`config.mk`:
```
export PLATFORM = sky130hd
export DESIGN_NAME = dual_rail_parity_sender
export DESIGN_NICKNAME = d
export VERILOG_FILES = /design/src/rtl/dual_rail_parity_sender_pkg.sv /design/src/rtl/sync_2ff_vec.sv /design/src/rtl/dual_rail_parity_sender.sv
export SDC_FILE = /design/constraint.sdc
export NUM_CORES = 1
export LEC_CHECK = 0
export ABC_AREA = 0
export BUFFER_PORTS_ARGS = -buffer_cell sky130_fd_sc_hd__buf_2
export CAP_MARGIN = 10
export CORE_ASPECT_RATIO = 0.9
export CORE_MARGIN = 4
export CORE_UTILIZATION = 40
export DETAILED_ROUTE_END_ITERATION = 8
export PLACE_DENSITY = 0.63
export SLEW_MARGIN = 10
export SYNTH_ARGS = -nofsm -noshare
export SYNTH_HDL_FRONTEND = slang
export SYNTH_HIERARCHICAL = 1
export SYNTH_SLANG_ARGS = --single-unit
```
`constraint.sdc`:
```
create_clock -name clk -period 2.23 [get_ports clk]
set_input_delay 0.3345 -clock clk [delete_from_list [all_inputs] [get_ports clk]]
set_output_delay 0.3345 -clock clk [all_outputs]
set_load 0.1 [all_outputs]
```
`src/rtl/dual_rail_parity_sender_pkg.sv`:
```
// Shared types and helpers for the dual-rail parity sender.
// State encoding, error codes and the dual-rail token encoder.
package dual_rail_parity_sender_pkg;

    typedef enum logic [2:0] {
        IDLE,
        SET,
        WAIT_ACK,
        CLEAR,
        WAIT_NULL,
        DONE,
        FAULT
    } state_t;

    localparam logic [1:0] ERR_NONE     = 2'b00;
    localparam logic [1:0] ERR_MISMATCH = 2'b01;
    localparam logic [1:0] ERR_BOTH     = 2'b10;
    localparam logic [1:0] ERR_TIMEOUT  = 2'b11;

    // Returns {bit1, bit0} for one data bit: exactly one rail high.
    function automatic logic [1:0] dual_rail(input logic d);
        return d ? 2'b10 : 2'b01;
    endfunction

endpackage

```
`src/rtl/sync_2ff_vec.sv`:
```
// Generic N-bit, multi-stage flop synchroniser.
// Each bit is synchronised independently; reset clears every stage.
module sync_2ff_vec #(
    parameter int N      = 2,
    parameter int STAGES = 2
) (
    input  logic         clk,
    input  logic         reset,
    input  logic [N-1:0] d,
    output logic [N-1:0] q
);

    logic [N-1:0] ff [STAGES];

    // Shift the asynchronous input through the flop chain.
    always_ff @(posedge clk) begin
        if (reset) begin
            for (int i = 0; i < STAGES; i++) ff[i] <= '0;
        end else begin
            ff[0] <= d;
            for (int i = 1; i < STAGES; i++) ff[i] <= ff[i-1];
        end
    end

    assign q = ff[STAGES-1];

endmodule

```
`src/rtl/dual_rail_parity_sender.sv`:
```
// Clocked source of the dual-rail four-phase parity channel.
// Sends words LSB-first and checks each acknowledge against a parity model.
module dual_rail_parity_sender #(
    parameter int WIDTH          = 8,
    parameter int SYNC_STAGES    = 2,
    parameter int TIMEOUT_CYCLES = 1024
) (
    input  logic             clk,
    input  logic             reset,
    input  logic             in_valid,
    output logic             in_ready,
    input  logic [WIDTH-1:0] in_data,
    output logic             bit0,
    output logic             bit1,
    input  logic             parity0,
    input  logic             parity1,
    output logic             out_valid,
    input  logic             out_ready,
    output logic             out_parity,
    output logic [1:0]       out_err
);

    import dual_rail_parity_sender_pkg::*;

    localparam int CW = (WIDTH > 1) ? $clog2(WIDTH) : 1;
    localparam int TW = $clog2(TIMEOUT_CYCLES) + 1;
    localparam logic [CW-1:0] LAST = CW'(WIDTH - 1);
    localparam logic [TW-1:0] TMAX = TW'(TIMEOUT_CYCLES - 1);

    state_t           state, state_n;
    logic [WIDTH-1:0] shreg, shreg_n;
    logic [CW-1:0]    count, count_n;
    logic [TW-1:0]    tmr, tmr_n;
    logic             exp, exp_n, exp_next;
    logic [1:0]       rails_n;
    logic             par_n;
    logic [1:0]       err_n;
    logic [1:0]       p_sync;
    logic             p0s, p1s;

    sync_2ff_vec #(
        .N      (2),
        .STAGES (SYNC_STAGES)
    ) u_sync (
        .clk   (clk),
        .reset (reset),
        .d     ({parity1, parity0}),
        .q     (p_sync)
    );

    assign p0s = p_sync[0];
    assign p1s = p_sync[1];

    // The responder toggles its running parity on every zero bit.
    assign exp_next = exp ^ ~shreg[0];

    assign in_ready  = (state == IDLE) && !reset;
    assign out_valid = (state == DONE);

    // Register all FSM and datapath state.
    always_ff @(posedge clk) begin
        if (reset) begin
            state      <= IDLE;
            shreg      <= '0;
            count      <= '0;
            tmr        <= '0;
            exp        <= 1'b0;
            bit0       <= 1'b0;
            bit1       <= 1'b0;
            out_parity <= 1'b0;
            out_err    <= ERR_NONE;
        end else begin
            state      <= state_n;
            shreg      <= shreg_n;
            count      <= count_n;
            tmr        <= tmr_n;
            exp        <= exp_n;
            bit1       <= rails_n[1];
            bit0       <= rails_n[0];
            out_parity <= par_n;
            out_err    <= err_n;
        end
    end

    // Next-state, rail and result logic for the four-phase handshake.
    always_comb begin
        state_n = state;
        shreg_n = shreg;
        count_n = count;
        tmr_n   = tmr;
        exp_n   = exp;
        rails_n = {bit1, bit0};
        par_n   = out_parity;
        err_n   = out_err;
        unique case (state)
            IDLE: begin
                if (in_valid && in_ready) begin
                    shreg_n = in_data;
                    count_n = '0;
                    err_n   = ERR_NONE;
                    state_n = SET;
                end
            end
            SET: begin
                rails_n = dual_rail(shreg[0]);
                tmr_n   = '0;
                state_n = WAIT_ACK;
            end
            WAIT_ACK: begin
                if (p0s || p1s) begin
                    par_n = p1s;
                    exp_n = exp_next;
                    if (out_err == ERR_NONE) begin
                        if (p0s && p1s) begin
                            err_n = ERR_BOTH;
                        end else if (p1s != exp_next) begin
                            err_n = ERR_MISMATCH;
                        end
                    end
                    state_n = CLEAR;
                end else if (tmr == TMAX) begin
                    rails_n = 2'b00;
                    err_n   = ERR_TIMEOUT;
                    state_n = DONE;
                end else begin
                    tmr_n = tmr + TW'(1);
                end
            end
            CLEAR: begin
                rails_n = 2'b00;
                tmr_n   = '0;
                state_n = WAIT_NULL;
            end
            WAIT_NULL: begin
                if (!p0s && !p1s) begin
                    if (count == LAST) begin
                        state_n = DONE;
                    end else begin
                        shreg_n = shreg >> 1;
                        count_n = count + CW'(1);
                        state_n = SET;
                    end
                end else if (tmr == TMAX) begin
                    rails_n = 2'b00;
                    err_n   = ERR_TIMEOUT;
                    state_n = DONE;
                end else begin
                    tmr_n = tmr + TW'(1);
                end
            end
            DONE: begin
                if (out_ready) begin
                    state_n = (out_err == ERR_TIMEOUT) ? FAULT : IDLE;
                end
            end
            FAULT: begin
                rails_n = 2'b00;
            end
            default: begin
                rails_n = 2'b00;
                state_n = IDLE;
            end
        endcase
    end

endmodule

```
# After elaboration in Yosys (flattened, before gate mapping)
# Memory sizes are Yosys's and may differ from the RTL's.
# Index checks and enable logic that the tools add are counted.
[classes]
n_eq_ne = 18
reduce_logical = 21
muxes = 38
bitwise_logic = 6
add_sub_neg = 2
[op_table]
columns = ["op", "n"]
rows = [
  ["$mux W11", 3],
  ["$pmux W11 S3", 1],
  ["$mux W3", 10],
  ["$mux W2", 13],
  ["$mux W8", 3],
  ["$pmux W3 S7", 1],
  ["$pmux W8 S2", 1],
  ["$eq A3 B3 Y1 const B", 4],
  ["$add A11 B1 Y11 const B", 1],
  ["$eq A11 B10 Y1 const B", 1],
  ["$reduce_and A3 Y1", 3],
  ["$ne A2 B2 Y1 const B", 4],
  ["$pmux W2 S4", 1],
  ["$eq A3 B2 Y1 const B", 2],
  ["$pmux W2 S3", 1],
  ["$pmux W3 S2", 1],
  ["$reduce_bool A3 Y1", 2],
  ["$reduce_and A5 Y1", 1],
  ["$logic_and A1 B1 Y1", 4],
  ["$ne A2 B1 Y1 const B", 2],
  ["$ne A4 B4 Y1 const B", 1],
  ["$reduce_and A4 Y1", 1],
  ["$reduce_or A2 Y1", 2],
  ["$add A3 B1 Y3 const B", 1],
  ["14 further kinds", 21],
]
[totals]
inputBits = 14
mem_bits_rw = 4
reg_bits = 31
mem_count = 1
wordCells = 95
[mem_list]
columns = ["name", "depth", "word_bits", "read_ports", "rd_ports_with_merged_regs", "wr", "line", "source"]
rows = [
  ["u_sync.ff", 2, 2, 2, 0, 2, "sync_2ff_vec.sv:13", "logic [N-1:0] ff [STAGES];"],
]

# Depth between registers and ports, before layout
[logic_depth]
depth_word = 8
mapped_depth = 9

# By module
# Netlist, hierarchy kept.
[modules_own_cells]
columns = ["mod", "instances", "seq_area_each_um2", "area_each_um2", "cells_per_inst"]
rows = [
  ["dual_rail_parity_sender", 1, 620.6, 1811.7, 215],
  ["sync_2ff_vec", 1, 80.1, 120.1, 10],
]

# Least setup slack after synthesis
# Ideal clock, no wire load.
[synth_path]
path_kind = "register -> register"
start = "register state[2]"
end = "register shreg[0]"
synth_period_minus_slack_ns = 4.383
t_arrival_ns = 4.297
slack_ns = -2.153
stages_incl_launch_ff = 7
path_buffers = 2
path_cell_list = "dfxtp_1 buf_4 nor4_1 o2bb2ai_1 buf_4 nor2_1 a211oi_1"
[synth_via]
elab_chain_len = 5
[synth_lines]
columns = ["element", "line", "source"]
rows = [
  ["from (decl)", "dual_rail_parity_sender.sv:30", "state_t state, state_n;"],
  ["from (signal assigned)", "dual_rail_parity_sender.sv:73", "state <= state_n;"],
  ["$logic_not A3 Y1", "dual_rail_parity_sender.sv:57", "assign in_ready = (state == IDLE) && !reset;"],
  ["$logic_and A1 B1 Y1", "dual_rail_parity_sender.sv:57", ""],
  ["named net in_ready", "dual_rail_parity_sender.sv:11", "output logic in_ready,"],
  ["$logic_and A1 B1 Y1", "dual_rail_parity_sender.sv:97", "if (in_valid && in_ready) begin"],
  ["$ne A2 B1 Y1 (no source line)", "--", ""],
  ["$reduce_and A4 Y1 (no source line)", "--", ""],
  ["to (signal assigned)", "dual_rail_parity_sender.sv:74", "shreg <= shreg_n;"],
  ["to (decl)", "dual_rail_parity_sender.sv:31", "logic [WIDTH-1:0] shreg, shreg_n;"],
]
# The timed path passes the listed nets, and every way through them passes these cells.
# A chain may end at the register's enable or synchronous reset.

# Final worst setup path
[layout_path]
start = "register state[0]"
end = "output in_ready"
[layout_via]
elab_chain_len = 2
[layout_lines]
columns = ["element", "line"]
rows = [
  ["$logic_not A3 Y1", "dual_rail_parity_sender.sv:57"],
  ["$logic_and A1 B1 Y1", "dual_rail_parity_sender.sv:57"],
  ["to (decl)", "dual_rail_parity_sender.sv:11"],
]
# Every way passes these cells.

==> impl_metrics.toml <==
[clock_tree]
cts_buffer_depth = 2
cts_buffers = 5
cts_tree = "yes"
cts_root_buffer = "clkbuf_8"
hold_buffers = 0
path_clk_slew_ns = 0.07
htree_levels = 2
cts.sinks = 35
clock_latency_ns = 0.28

[synth]
synth_seq_cells = 35
synth_xor_area_share_pct = 1.23
synth.distinct_cells = 50
netlist_area_mm2 = 0.00193
async_flop_share_pct = 0
synth_area_leaders = "dfxtp_1 36%, nor2_1 4.3%, mux2i_1 4.1%"
synth.yosys.seq_area_share_pct = 36.3
netlist_top_cells_count = "35 x dfxtp_1, 22 x nor2_1, 14 x a21oi_1"
synthMostInstantiatedCell = "dfxtp_1"
synthMuxAreaShare_pct = 4.73
synth_top_family_by_area = "simple AND/OR/NAND/NOR gates"
yosys.area.top_type = "dfxtp_1"
yosys.area_share.simple_pct = 25.5
synth_compound_area_share_pct = 22.5
synthAdderAreaFrac_pct = 3.24
synth_fp_nets = 244
synthCells = 225
dominantRegCellSynth = "dfxtp_1"
yosys.area.top_type_share_pct = 36.3
syn_area_per_cell_um2 = 8.59
synth-edff-count = 0
synth_warnings = 6

[critical_path]
critical_path_class = "reg -> out"
worstPathArrival_ns = 1.74
endpoint_kind = "primary output"
crit_path_start_kind = "flop"
cp.required_ns = 1.90
rr_worst_depth = 6
critPathMaxFanout = 8

[place]
dp_slack_ns = 0.160
dpl.hpwl_um = 3060
gp_congestion = 0.788
dp.cells = 300
port_buffers = 20
place_area_mm2 = 0.00212

[detailed_routing]
post-route-drc-count = 0
first_pass_iters = 4
ant_nets = 0
vias_per_cell = 5.43
dr.first_iter.drc_count = 143
num_vias = 1673
routed_wl_um = 4100
routedWlPerCell_um = 13.3

[pwr]
clkPwrFrac_pct = 30.4
p_sw_share_pct = 30.6
power_frac_comb_pct = 21.4
irDropWorstVdd_mv = 0.308
p_int_uw = 995
p_sw_uw = 440
leakage_uw = 0.000840
powerDensity_mw_per_mm2 = 649
p_seq_share_pct = 48.1

[die]
pin_count = 21
rows = 23
die_h_um = 73.9
initial_core_util_pct = 42.5
die_area_mm2 = 0.00601
die-width_um = 81.3
core_area_mm2 = 0.00455

[cells_and_area]
fin_cells = 308
area_growth_pct = 14.4
fin_nets = 264
drive_gt1_share_pct = 19.5
fin_area_mm2 = 0.00221
n_antenna_cell = 0

[timing]
finalSetupViolCount = 0
rsz0062_at_grt = "no"
slew_viol_final = 0
finalWorstSetupSlack_ns = 0.160
worst-slew-pin-transition_ns = 0.561
finalCritPeriodShare_pct = 92.8
max_slew_margin_pct = 62.1
period_minus_slack_ns = 2.07
hold_viol_final = 0
fin_worst_skew_ns = 0.00768
fmax_mhz = 483

[grt]
grt_pass1_vias = 1478
grt_util_all_layers_pct = 14.9
grt_pass1_wl_um = 6930
grt_overflow_total = 0
grt_max_degree = 20
antenna_found_initial = 0

[min_path]
hp-class = "in -> reg"
whs_path_depth = 2

[outcome]
status = "finished clean"

[job]
maxCapViolations = 0
[power groups by stage]
stage | sequential (uW) | clock (uW) | combinational, uW
after floorplan | 715 | 0 | 228
after global placement | 703 | 0 | 302
after detailed placement | 704 | 0 | 305
after CTS | 690 | 451 | 306
after global routing | 695 | 477 | 343
final | 691 | 436 | 308
[registers in the layout (all words and copies together) (netlist names)]
signal      cells
count           3
shreg           8
out_err         2
u_sync/ff       4
bit0            1
tmr            11
exp             1
out_parity      1
bit1            1
state           3
[routing by layer]
metal  GRT usage [%]  wire [um]
met5               0          0
met4            5.07         39
met3            4.36        207
met2            20.7       1680
met1            21.9       2170
[path summary, 6_finish.rpt]
check	startpoint	endpoint	slack, ns
hold reg to reg	u_sync/ff[0][1]$_SDFF_PP0_	u_sync/ff[0][3]$_SDFF_PP0_	0.44
hold / removal	parity1	u_sync/ff[0][1]$_SDFF_PP0_	0.26
setup reg to reg	u_sync/ff[0][3]$_SDFF_PP0_	out_err[0]$_SDFFE_PP0P_	0.17
setup / recovery	state[0]$_SDFFE_PP0P_	in_ready	0.16
[metrics by stage]
stage	power, uW	util (%)	hold WS (ns)	TNS [ns]
after floorplan	942	-	0.406	-0.259
after global placement	1000	46.7	0.422	0
after detailed placement	1010	46.7	0.427	0
after CTS	1450	48.5	0.253	0
after global routing	1520	48.6	0.277	0
final	1430	48.6	0.256	0
[critical path: stages, from the launching register on]
cell	delay, ns
dfxtp_1	0.40
buf_4	0.20
nor4_4	0.35
buf_2	0.49
[cells in the final DEF (no fill, tap or decap), types with 4 or more instances in the layout]
cell	instances
inv_1	9
nor2b_1	6
a211oi_1	9
o21ai_0	10
nand3_1	8
a221oi_1	4
mux2i_1	8
or4_1	5
clkbuf_8	5
nor2_1	21
or3_1	5
o31ai_1	4
buf_2	20
nand2b_1	9
buf_4	11
dfxtp_1	35
a21oi_1	14
ha_1	5
nand2_1	11
[layout make-up]
| class | count | area (um^2) |
|---|---|---|
| Timing Repair Buffer | 31 | 183 |
| Fill cell | 467 | 2340 |
| Multi-Input combinational cell | 163 | 1130 |
| Tap cell | 62 | 77.6 |
| Sequential cell | 35 | 701 |
| Clock buffer | 7 | 76.3 |
| Clock inverter | 1 | 5.00 |
| Inverter | 9 | 33.8 |
[cell families (layout without fill, tap and decap cells)]
logic type	after synthesis	in the layout
mux	9	9
buf+inv	27	48
compound gates	61	61
xor+xnor	1	1
flops	35	35
simple gates	87	87
fa+ha+maj	5	5
[timing repair]
action                                  CTS  global route
setup buffers                             0             0
gates resized for setup                   0             1
endpoints found under the setup margin    0             1
(Power assumes the default switching activity.)
